**src/rtl/tile_seq_pkg.sv**
```systemverilog
// Shared types and constants for the tile select sequencer.
package tile_seq_pkg;

  typedef enum logic [1:0] {
    ST_DRAIN   = 2'd0,
    ST_RELEASE = 2'd1,
    ST_RUN     = 2'd2,
    ST_PARK    = 2'd3
  } state_t;

  // Wide enough for any SEL_W; callers take the low SEL_W bits.
  localparam logic [15:0] PARK_CODE = 16'hFFFF;

  function automatic int cnt_width(input int a, input int b, input int c);
    int m;
    m = a;
    if (b > m) m = b;
    if (c > m) m = c;
    return (m < 1) ? 1 : $clog2(m + 1);
  endfunction

endpackage

```
**src/rtl/tile_select_sequencer_sel_debounce.sv**
```systemverilog
// Two-flop synchroniser followed by a stability counter on the pad select.
module sel_debounce
  import tile_seq_pkg::*;
#(
  parameter int               SEL_W      = 2,
  parameter int               STABLE_CYC = 4,
  parameter logic [SEL_W-1:0] RESET_VAL  = '0
) (
  input  logic             clk,
  input  logic             rst_n,
  input  logic [SEL_W-1:0] i_sel,
  output logic [SEL_W-1:0] o_sel_stable
);

  localparam int            CW   = cnt_width(STABLE_CYC, 1, 1);
  localparam logic [CW-1:0] LAST = CW'(STABLE_CYC - 1);

  logic [SEL_W-1:0] r_sync1;
  logic [SEL_W-1:0] r_sync2;
  logic [SEL_W-1:0] r_stable;
  logic [CW-1:0]    r_cnt;

  always_ff @(posedge clk or negedge rst_n) begin
    if (!rst_n) begin
      r_sync1 <= RESET_VAL;
      r_sync2 <= RESET_VAL;
    end else begin
      r_sync1 <= i_sel;
      r_sync2 <= r_sync1;
    end
  end

  // r_sync1 != r_sync2 means the synced value is about to move, so the run restarts.
  always_ff @(posedge clk or negedge rst_n) begin
    if (!rst_n) begin
      r_stable <= RESET_VAL;
      r_cnt    <= '0;
    end else if ((r_sync1 != r_sync2) || (r_sync2 == r_stable)) begin
      r_cnt <= '0;
    end else if (r_cnt >= LAST) begin
      r_stable <= r_sync2;
      r_cnt    <= '0;
    end else begin
      r_cnt <= r_cnt + 1'b1;
    end
  end

  assign o_sel_stable = r_stable;

endmodule

```
**src/rtl/tile_select_sequencer.sv**
```systemverilog
// Selects one of NUM_TILES tiles and sequences gate/reset/release/settle on every switch.
//   state   | meaning
//   DRAIN   | all tiles gated and in reset for RST_CYC cycles
//   RELEASE | only the target tile enabled, settling for SETTLE_CYC cycles
//   RUN     | target tile output registered onto uo_out
//   PARK    | invalid select; everything off
module tile_select_sequencer
  import tile_seq_pkg::*;
#(
  parameter int NUM_TILES    = 4,
  parameter int SEL_W        = 2,
  parameter int DEFAULT_TILE = 0,
  parameter int STABLE_CYC   = 4,
  parameter int RST_CYC      = 8,
  parameter int SETTLE_CYC   = 2
) (
  input  logic                   clk,
  input  logic                   rst_n,
  input  logic [SEL_W-1:0]       sel_in,
  input  logic                   hold,
  input  logic [NUM_TILES*8-1:0] tile_uo,
  output logic [NUM_TILES-1:0]   tile_rst_n,
  output logic [NUM_TILES-1:0]   tile_ena,
  output logic [7:0]             uo_out,
  output logic [SEL_W-1:0]       sel_active,
  output logic                   busy
);

  localparam int               CNT_W    = cnt_width(RST_CYC, SETTLE_CYC, STABLE_CYC);
  localparam logic [CNT_W-1:0] RST_LAST = CNT_W'(RST_CYC - 1);
  localparam logic [CNT_W-1:0] SET_LAST = CNT_W'((SETTLE_CYC == 0) ? 0 : SETTLE_CYC - 1);
  localparam logic [SEL_W-1:0] DEF_SEL  = SEL_W'(DEFAULT_TILE);
  localparam logic [SEL_W-1:0] PARK_SEL = PARK_CODE[SEL_W-1:0];

  state_t               r_state;
  logic [SEL_W-1:0]     r_tgt;
  logic [CNT_W-1:0]     r_cnt;
  logic [SEL_W-1:0]     r_sel_active;
  logic [NUM_TILES-1:0] r_ena;
  logic [NUM_TILES-1:0] r_rst_n;
  logic [7:0]           r_uo;
  logic                 r_busy;

  state_t               w_state_nxt;
  logic [SEL_W-1:0]     w_tgt_nxt;
  logic [CNT_W-1:0]     w_cnt_nxt;
  logic [SEL_W-1:0]     w_sel_active_nxt;
  logic [7:0]           w_uo_nxt;
  logic [SEL_W-1:0]     w_sel_stable;
  logic                 w_sel_valid;
  logic [7:0]           w_tile_byte;
  logic [NUM_TILES-1:0] w_onehot;
  logic                 w_drive;

  sel_debounce #(
    .SEL_W      (SEL_W),
    .STABLE_CYC (STABLE_CYC),
    .RESET_VAL  (DEF_SEL)
  ) u_sel_debounce (
    .clk          (clk),
    .rst_n        (rst_n),
    .i_sel        (sel_in),
    .o_sel_stable (w_sel_stable)
  );

  assign w_sel_valid = (32'(w_sel_stable) < NUM_TILES);

  // Explicit mux keeps an out-of-range sel_active from indexing past tile_uo.
  always_comb begin
    w_tile_byte = '0;
    for (int i = 0; i < NUM_TILES; i++) begin
      if (r_sel_active == SEL_W'(i)) w_tile_byte = tile_uo[i*8 +: 8];
    end
  end

  always_comb begin
    w_state_nxt      = r_state;
    w_tgt_nxt        = r_tgt;
    w_cnt_nxt        = r_cnt;
    w_sel_active_nxt = r_sel_active;
    w_uo_nxt         = r_uo;
    case (r_state)
      ST_DRAIN: begin
        // Target follows the select without restarting the drain count.
        w_tgt_nxt = w_sel_stable;
        w_uo_nxt  = '0;
        if (r_cnt >= RST_LAST) begin
          w_cnt_nxt = '0;
          if (w_sel_valid) begin
            w_state_nxt      = ST_RELEASE;
            w_sel_active_nxt = w_sel_stable;
          end else begin
            w_state_nxt      = ST_PARK;
            w_sel_active_nxt = PARK_SEL;
          end
        end else begin
          w_cnt_nxt = r_cnt + 1'b1;
        end
      end
      ST_RELEASE: begin
        w_uo_nxt = '0;
        if (w_sel_stable != r_tgt) begin
          w_state_nxt = ST_DRAIN;
          w_cnt_nxt   = '0;
          w_tgt_nxt   = w_sel_stable;
        end else if (r_cnt >= SET_LAST) begin
          w_state_nxt = ST_RUN;
          w_cnt_nxt   = '0;
        end else begin
          w_cnt_nxt = r_cnt + 1'b1;
        end
      end
      ST_RUN: begin
        if (w_sel_stable != r_sel_active) begin
          w_state_nxt = ST_DRAIN;
          w_cnt_nxt   = '0;
          w_tgt_nxt   = w_sel_stable;
          w_uo_nxt    = '0;
        end else if (!hold) begin
          w_uo_nxt = w_tile_byte;
        end
      end
      ST_PARK: begin
        w_uo_nxt = '0;
        if (w_sel_valid) begin
          w_state_nxt = ST_DRAIN;
          w_cnt_nxt   = '0;
          w_tgt_nxt   = w_sel_stable;
        end
      end
      default: begin
        w_state_nxt = ST_DRAIN;
        w_cnt_nxt   = '0;
        w_uo_nxt    = '0;
      end
    endcase
  end

  // Tile controls are registered from the next state so they line up with it.
  always_comb begin
    w_onehot = '0;
    for (int i = 0; i < NUM_TILES; i++) begin
      w_onehot[i] = (w_tgt_nxt == SEL_W'(i));
    end
  end

  assign w_drive = (w_state_nxt == ST_RELEASE) || (w_state_nxt == ST_RUN);

  always_ff @(posedge clk or negedge rst_n) begin
    if (!rst_n) begin
      r_state      <= ST_DRAIN;
      r_tgt        <= DEF_SEL;
      r_cnt        <= '0;
      r_sel_active <= DEF_SEL;
      r_ena        <= '0;
      r_rst_n      <= '0;
      r_uo         <= '0;
      r_busy       <= 1'b1;
    end else begin
      r_state      <= w_state_nxt;
      r_tgt        <= w_tgt_nxt;
      r_cnt        <= w_cnt_nxt;
      r_sel_active <= w_sel_active_nxt;
      r_ena        <= w_drive ? w_onehot : '0;
      r_rst_n      <= w_drive ? w_onehot : '0;
      r_uo         <= w_uo_nxt;
      r_busy       <= (w_state_nxt == ST_DRAIN) || (w_state_nxt == ST_RELEASE);
    end
  end

  assign tile_ena   = r_ena;
  assign tile_rst_n = r_rst_n;
  assign uo_out     = r_uo;
  assign sel_active = r_sel_active;
  assign busy       = r_busy;

endmodule

```
**config.mk**
```make
export PLATFORM = sky130hd
export DESIGN_NAME = tile_select_sequencer
export DESIGN_NICKNAME = d
export VERILOG_FILES = /design/src/rtl/tile_seq_pkg.sv /design/src/rtl/tile_select_sequencer_sel_debounce.sv /design/src/rtl/tile_select_sequencer.sv
export SDC_FILE = /design/constraint.sdc
export NUM_CORES = 1
export LEC_CHECK = 0
export ABC_AREA = 1
export CAP_MARGIN = 25
export CORE_UTILIZATION = 42
export CTS_BUF_LIST = sky130_fd_sc_hd__clkbuf_16
export DETAILED_ROUTE_END_ITERATION = 6
export PLACE_DENSITY = 0.76
export SLEW_MARGIN = 20
export SYNTH_ARGS = -nofsm -noshare
export SYNTH_HDL_FRONTEND = slang
export SYNTH_SLANG_ARGS = --single-unit
```
**constraint.sdc**
```tcl
create_clock -name clk -period 1.5 [get_ports clk]
set_input_delay 0.375 -clock clk [delete_from_list [all_inputs] [get_ports clk]]
set_output_delay 0.375 -clock clk [all_outputs]
set_load 0.1 [all_outputs]
```
## Word-level counts from Yosys, hierarchy flattened

Cells that the tools add are included.

- Flip-flop bits (word level): 32
- Input bits: 37
- Output and inout bits: 19
- Word-level logic and storage cells: 68

- Add/subtract/negate cells: 2
- Order comparisons: 3
- Eq/ne operators: 17
- Mux-type cells: 23
- Bitwise logic cells: 1
- Reduce and logical (&&, ||, !) cells: 11

Operator list:

| cell | count |
|---|---|
| $mux 8 | 6 |
| $mux 4 | 5 |
| $pmux 4 s4 | 1 |
| $pmux 8 s2 | 1 |
| $eq 2x2->1 const B | 7 |
| $mux 2 | 6 |
| $eq 2x1->1 const B | 4 |
| $logic_not 2->1 | 4 |
| $pmux 2 s4 | 1 |
| $mux 3 | 2 |
| $ne 2x2->1 | 3 |
| $pmux 2 s3 | 1 |
| $add 4x1->4 const B | 1 |
| $ge 4x1->1 const B | 1 |
| $ge 4x3->1 const B | 1 |
| $reduce_and 2->1 | 2 |
| $add 3x1->3 const B | 1 |
| $ge 3x2->1 const B | 1 |
| $logic_or 1x1->1 | 3 |
| $ne 3x3->1 const B | 1 |
| $reduce_or 3->1 | 1 |
| $eq 2x2->1 | 1 |
| $ne 2x2->1 const B | 1 |
| $reduce_or 2->1 | 1 |
| $not 1->1 | 1 |

## Longest topological paths before layout

- Depth in word-level cells: 8
- Gate-level depth with buffers: 13
- Mapped depth without buffers: 13

## By module

Synthesis repeated with hierarchy kept, for this count alone.

- Cell total of the unflattened synthesis: 256
- Area total of the unflattened synthesis: 1923.1 µm²

By module, submodules not included:

| module | instances | cells each | area an instance (µm²) | sequential area each (µm²) |
|---|---|---|---|---|
| tile_select_sequencer | 1 | 209 | 1510.2 | 576.8 |
| sel_debounce | 1 | 47 | 412.9 | 225.2 |

## Least setup slack after synthesis

OpenSTA, ideal clock, no wires.

- Path kind: reg2reg
- Start point: reg r_sel_active[1] (netlist: sel_active[1])
- End point: reg r_uo[0] (netlist: uo_out[0])
- Setup time: 0.123 ns
- Data arrival time: 1.779 ns
- Data required time: 1.377 ns
- Path slack: -0.402 ns
- Cell stages (with the launch flop): 9
- Path buffers: 0
- Period minus slack after synthesis: 1.902 ns
- Cells stage by stage: dfrtp_1 -> inv_2 -> nand2_2 -> nand2_2 -> nand3_4 -> inv_2 -> nand2_1 -> inv_1 -> a22o_1

- Word-level cells in the longest chain between the ends: 8
- Elaborated cells on any way between the ends: 13
- Those cells by class: eq/ne: 5; mux: 7; reduce/logical: 1

Ends and longest elaborated chain:

| element | line | text |
|---|---|---|
| from (decl) | tile_select_sequencer.sv:38 | `logic [SEL_W-1:0] r_sel_active;` |
| from (signal assigned) | tile_select_sequencer.sv:163 | `r_sel_active <= w_sel_active_nxt;` |
| $logic_not 2->1 | tile_select_sequencer.sv:72 | `if (r_sel_active == SEL_W'(i)) w_tile_byte = tile_uo[i*8 +: 8];` |
| $mux 8 (4 in a row) | tile_select_sequencer.sv:72 |  |
| $mux 8 | tile_select_sequencer.sv:119 | `end else if (!hold) begin` |
| $mux 8 | tile_select_sequencer.sv:114 | `if (w_sel_stable != r_sel_active) begin` |
| $pmux 8 s2 | tile_select_sequencer.sv:82 | `case (r_state)` |
| to (signal assigned) | tile_select_sequencer.sv:166 | `r_uo <= w_uo_nxt;` |
| to (decl) | tile_select_sequencer.sv:41 | `logic [7:0] r_uo;` |

Several ways; a longest one is shown, not always the timed one. The select of a mux whose other input is x is not followed.
A chain may end at the register's enable or synchronous reset.

## Final worst setup path

- Start point: reg r_cnt[1]
- End point: reg r_rst_n[0] (netlist: tile_rst_n[0])

- Word-level cells in the longest chain between the ends: 7
- Elaborated cells on any way between the ends: 10
- Those cells by class: order compare: 2; eq/ne: 2; mux: 5; reduce/logical: 1

Ends and longest elaborated chain:

| element | line | text |
|---|---|---|
| from (decl) | tile_select_sequencer.sv:37 | `logic [CNT_W-1:0] r_cnt;` |
| from (signal assigned) | tile_select_sequencer.sv:162 | `r_cnt <= w_cnt_nxt;` |
| $ge 4x1->1 | tile_select_sequencer.sv:106 | `end else if (r_cnt >= SET_LAST) begin` |
| $mux 2 | tile_select_sequencer.sv:106 |  |
| $mux 2 | tile_select_sequencer.sv:102 | `if (w_sel_stable != r_tgt) begin` |
| $pmux 2 s4 (*) | tile_select_sequencer.sv:82 |  |
| net w_state_nxt[1] | tile_select_sequencer.sv:44 | `state_t w_state_nxt;` |
| $eq 2x1->1 / $eq 2x2->1 (equally long branches) | tile_select_sequencer.sv:147 | `assign w_drive = (w_state_nxt == ST_RELEASE) \|\| (w_state_nxt == ST_RUN);` |
| $logic_or 1x1->1 (*) | tile_select_sequencer.sv:147 |  |
| $mux 4 (*) | tile_select_sequencer.sv:165 | `r_rst_n <= w_drive ? w_onehot : '0;` |
| to (signal assigned) | tile_select_sequencer.sv:165 |  |
| to (decl) | tile_select_sequencer.sv:40 | `logic [NUM_TILES-1:0] r_rst_n;` |

Mark *: on every way through the listed nets, which the timed path passes. The rest lies on a longest branch.

==> run metrics <==
status finished with violations; failing checks setup timing; Hold Buf Count CTS 0; Via density 5.03; H-tree depth 2; register area share after synthesis 44.2%; Initial DRC Count 39; Max Slew Vio Count 0; commonest non-fill, non-tap cell in the layout nand2_1; via count of the first global-routing pass 1709; CP max-delay cell dfrtp_1; leakage roughly 0.0014 uW; worst hold slack between 0.4 and 0.5 ns; CP Max Fanout 4; Via Count between 1500 and 2000; clock tree sinks 32; CP top delay family simple AND/OR/NAND/NOR gates; crit path DAT 1.80 ns; syn_area_per_cell about 8.2 sq um; Clock Skew 0.00233 ns; DIE HEIGHT slightly below 70 microns; R2R Setup Slk -0.13 ns; pin count of the biggest net entering global routing 33; IO Pins 56; Num CTS Buffers 5; Area Overhead vs Synth 67.7%; CTS Buffer Depth 2; Hold Fails Final Rpt 0; worst r2r dst tile_rst_n[0]; Core Area approximately 0.004 sq mm; slowest stage delay, CP 0.38 ns; cell count after synthesis 222; Worst Setup Slack, final -0.134 ns; Data required, critical path between 1.5 and 2 ns; cell-by-cell trace of the critical path inv_2 > ha_4 > inv_2 > nor2_4 > nand2_2 > nand2_1 > a21oi_2 > nand2_1 > nor2_2 > nand2_2 > nand2_4 > nor2_1; EDFF count, synth 0; Final Util 74.4%; FILL cells 296; Die W slightly below 70 microns; f_max approximately 0.6 GHz; Clock Latency Late Sink 0.27 ns; number of antenna violations at the first check in global routing 0; Final setup viols 4; Total Power Consumption 5070 uW; first-pass GRT wire length 7.52 mm; dpl cell area 0.00271 sq mm; cell taking the most area after synthesis dfrtp_1; number of synthesis warnings 0; top_reg_cell synth dfrtp_1; Setup TNS -0.516 ns; HPWL Detailed 3.14 mm; crit start category flip-flop; hold crit path type reg2reg; crit path capture type flip-flop; ANT cells 0; synthesis-stage register bit count 32; Tot GR Track Use between 20% and 30%; most frequent cells in the layout nand2_1 (39), clkdlybuf4s50_1 (36), dfrtp_1 (24), o21ai_0 (23), nor2_1 (22); Cell Area, Synth 0.00181 sq mm; WP buf/inv 2; Mapped Nets roughly 270; drt wl/cell 13.3 microns; post-route cell area a little over 0.003 sq mm; Slew @ Worst Pin 0.333 ns; final worst-path cycle share 109%; Worst Reg2Reg Path Length in Cells 12; Antenna Violating Nets Remaining 0; Pwr Density 1670 mW/mm^2; TritonCTS clock tree done; initial core utilization 44.4%; Synth cell types 32; # rows 23; Yosys top cell area share 42.8%; Area contributors post-synth dfrtp_1 (43%), nand2_1 (9.3%), o21ai_0 (6.3%), ha_1 (6.2%), nor2_1 (5.6%); RSZ-0062 raised after global routing true; Port Buffers 55; slew margin rel. 77.6%; worst r2r src r_cnt[1]; layout cells sized above 1 34.5%; minimum clock period 1.63 ns; Peak VDD IR between 1 and 1.5 mV; final net count 341; DRT Pass-1 Iters 4; hold path cells 0; Worst-path clk slew 0.05 ns; total global routing overflow 0; Root Driver clkbuf_16; min-delay src u_sel_debounce.r_sync1[1]; DR DRC count 0; Setup CP Type reg2reg; maxcap violations 0; die area 0.00459 sq mm; final wirelength 4.59 mm; Min-Delay Endpoint u_sel_debounce.r_sync2[1]; GP Congestion 0.841; Async SR Flop Fraction 100%
kinds of logic after synthesis:
logic type	count (synthesis)	synth area share [%]
AOI/OAI and AO/OA	40	13.0
and+or+nand+nor	104	25.7
DFF	32	44.2
buffers and inverters	32	7.93
muxes	1	0.552
adders and majority gates	9	6.21
xor gates and xnor gates	4	2.35
power by group:
group          switching [uW]  internal (uW)  leakage (uW)
combinational            1620           1120      0.000867
clock                     350            773     0.0000850
sequential                180           1030      0.000414
registers in the layout, summed over array words and instances, names as in the netlist:
name / cells
uo_out: 8
r_cnt: 4
tile_rst_n: 4
u_sel_debounce.r_cnt: 3
r_state: 2
r_tgt: 2
sel_active: 2
u_sel_debounce.o_sel_stable: 2
u_sel_debounce.r_sync1: 2
u_sel_debounce.r_sync2: 2
busy: 1
per-stage QoR:
step / setup slack, ns / cells
final: -0.134 / 346
after global routing: -0.201 / 346
after CTS: -0.0324 / 344
after detailed placement: -0.107 / 333
after global placement: -0.0322 / 333
after floorplan: -0.0186 / 222
layer usage:
metal	vias up	wire length, microns	track usage (%)
met3	7	161	5.57
met2	39	2480	41.6
met5	-	0	0
met4	0	81	10.4
met1	831	1870	24.6
li1	865	-	-
Yosys cell counts, types with 2 or more instances:
| cell type | instances |
|---|---|
| nand2_1 | 45 |
| dfrtp_1 | 31 |
| nor2_1 | 27 |
| o21ai_0 | 23 |
| inv_1 | 19 |
| nand3_1 | 15 |
| ha_1 | 9 |
| buf_4 | 6 |
| a21oi_1 | 5 |
| a22o_1 | 5 |
| inv_2 | 5 |
| nand2_2 | 5 |
| nor2_2 | 4 |
| nand4_1 | 2 |
| o211ai_1 | 2 |
| o21ai_1 | 2 |
| xor2_1 | 2 |
worst max-delay path by stage:
stage | startpoint | endpoint | slack, ns | cells past startpoint
floorplan | sel_active[1] | tile_rst_n[0] | -0.02 | 10
global placement | r_cnt[0] | tile_rst_n[3] | -0.03 | 9
detailed placement | r_cnt[0] | tile_rst_n[2] | -0.11 | 9
CTS | r_cnt[1] | tile_rst_n[2] | -0.03 | 13
global route | r_cnt[1] | tile_rst_n[3] | -0.20 | 12
finish | r_cnt[1] | tile_rst_n[0] | -0.13 | 12
cell type report:
type                            instances  area (sq um)  share of cell area (%)
Clock buffer                            5           125                    4.11
Clock inverter                          3          38.8                    1.28
Inverter                               24          95.1                    3.13
Multi-Input combinational cell        158          1000                    32.9
Sequential cell                        32           816                    26.8
Tap cell                               50          62.6                    2.06
Timing Repair Buffer                   74           903                    29.7
worst reg2reg max path, cell delays in order (launching register included):
cell	delay, ns
dfrtp_1	0.38
inv_2	0.09
ha_4	0.16
inv_2	0.06
nor2_4	0.04
nand2_2	0.07
nand2_1	0.06
a21oi_2	0.17
nand2_1	0.11
nor2_2	0.15
nand2_2	0.08
nand2_4	0.10
nor2_1	0.05
repair_timing:
item,CTS,global route
pin swaps,8,10
resized for setup,22,18
buffers inserted,3,2
endpoints found under the setup margin,9,17
No activity file was read; power rests on OpenSTA's default activity.
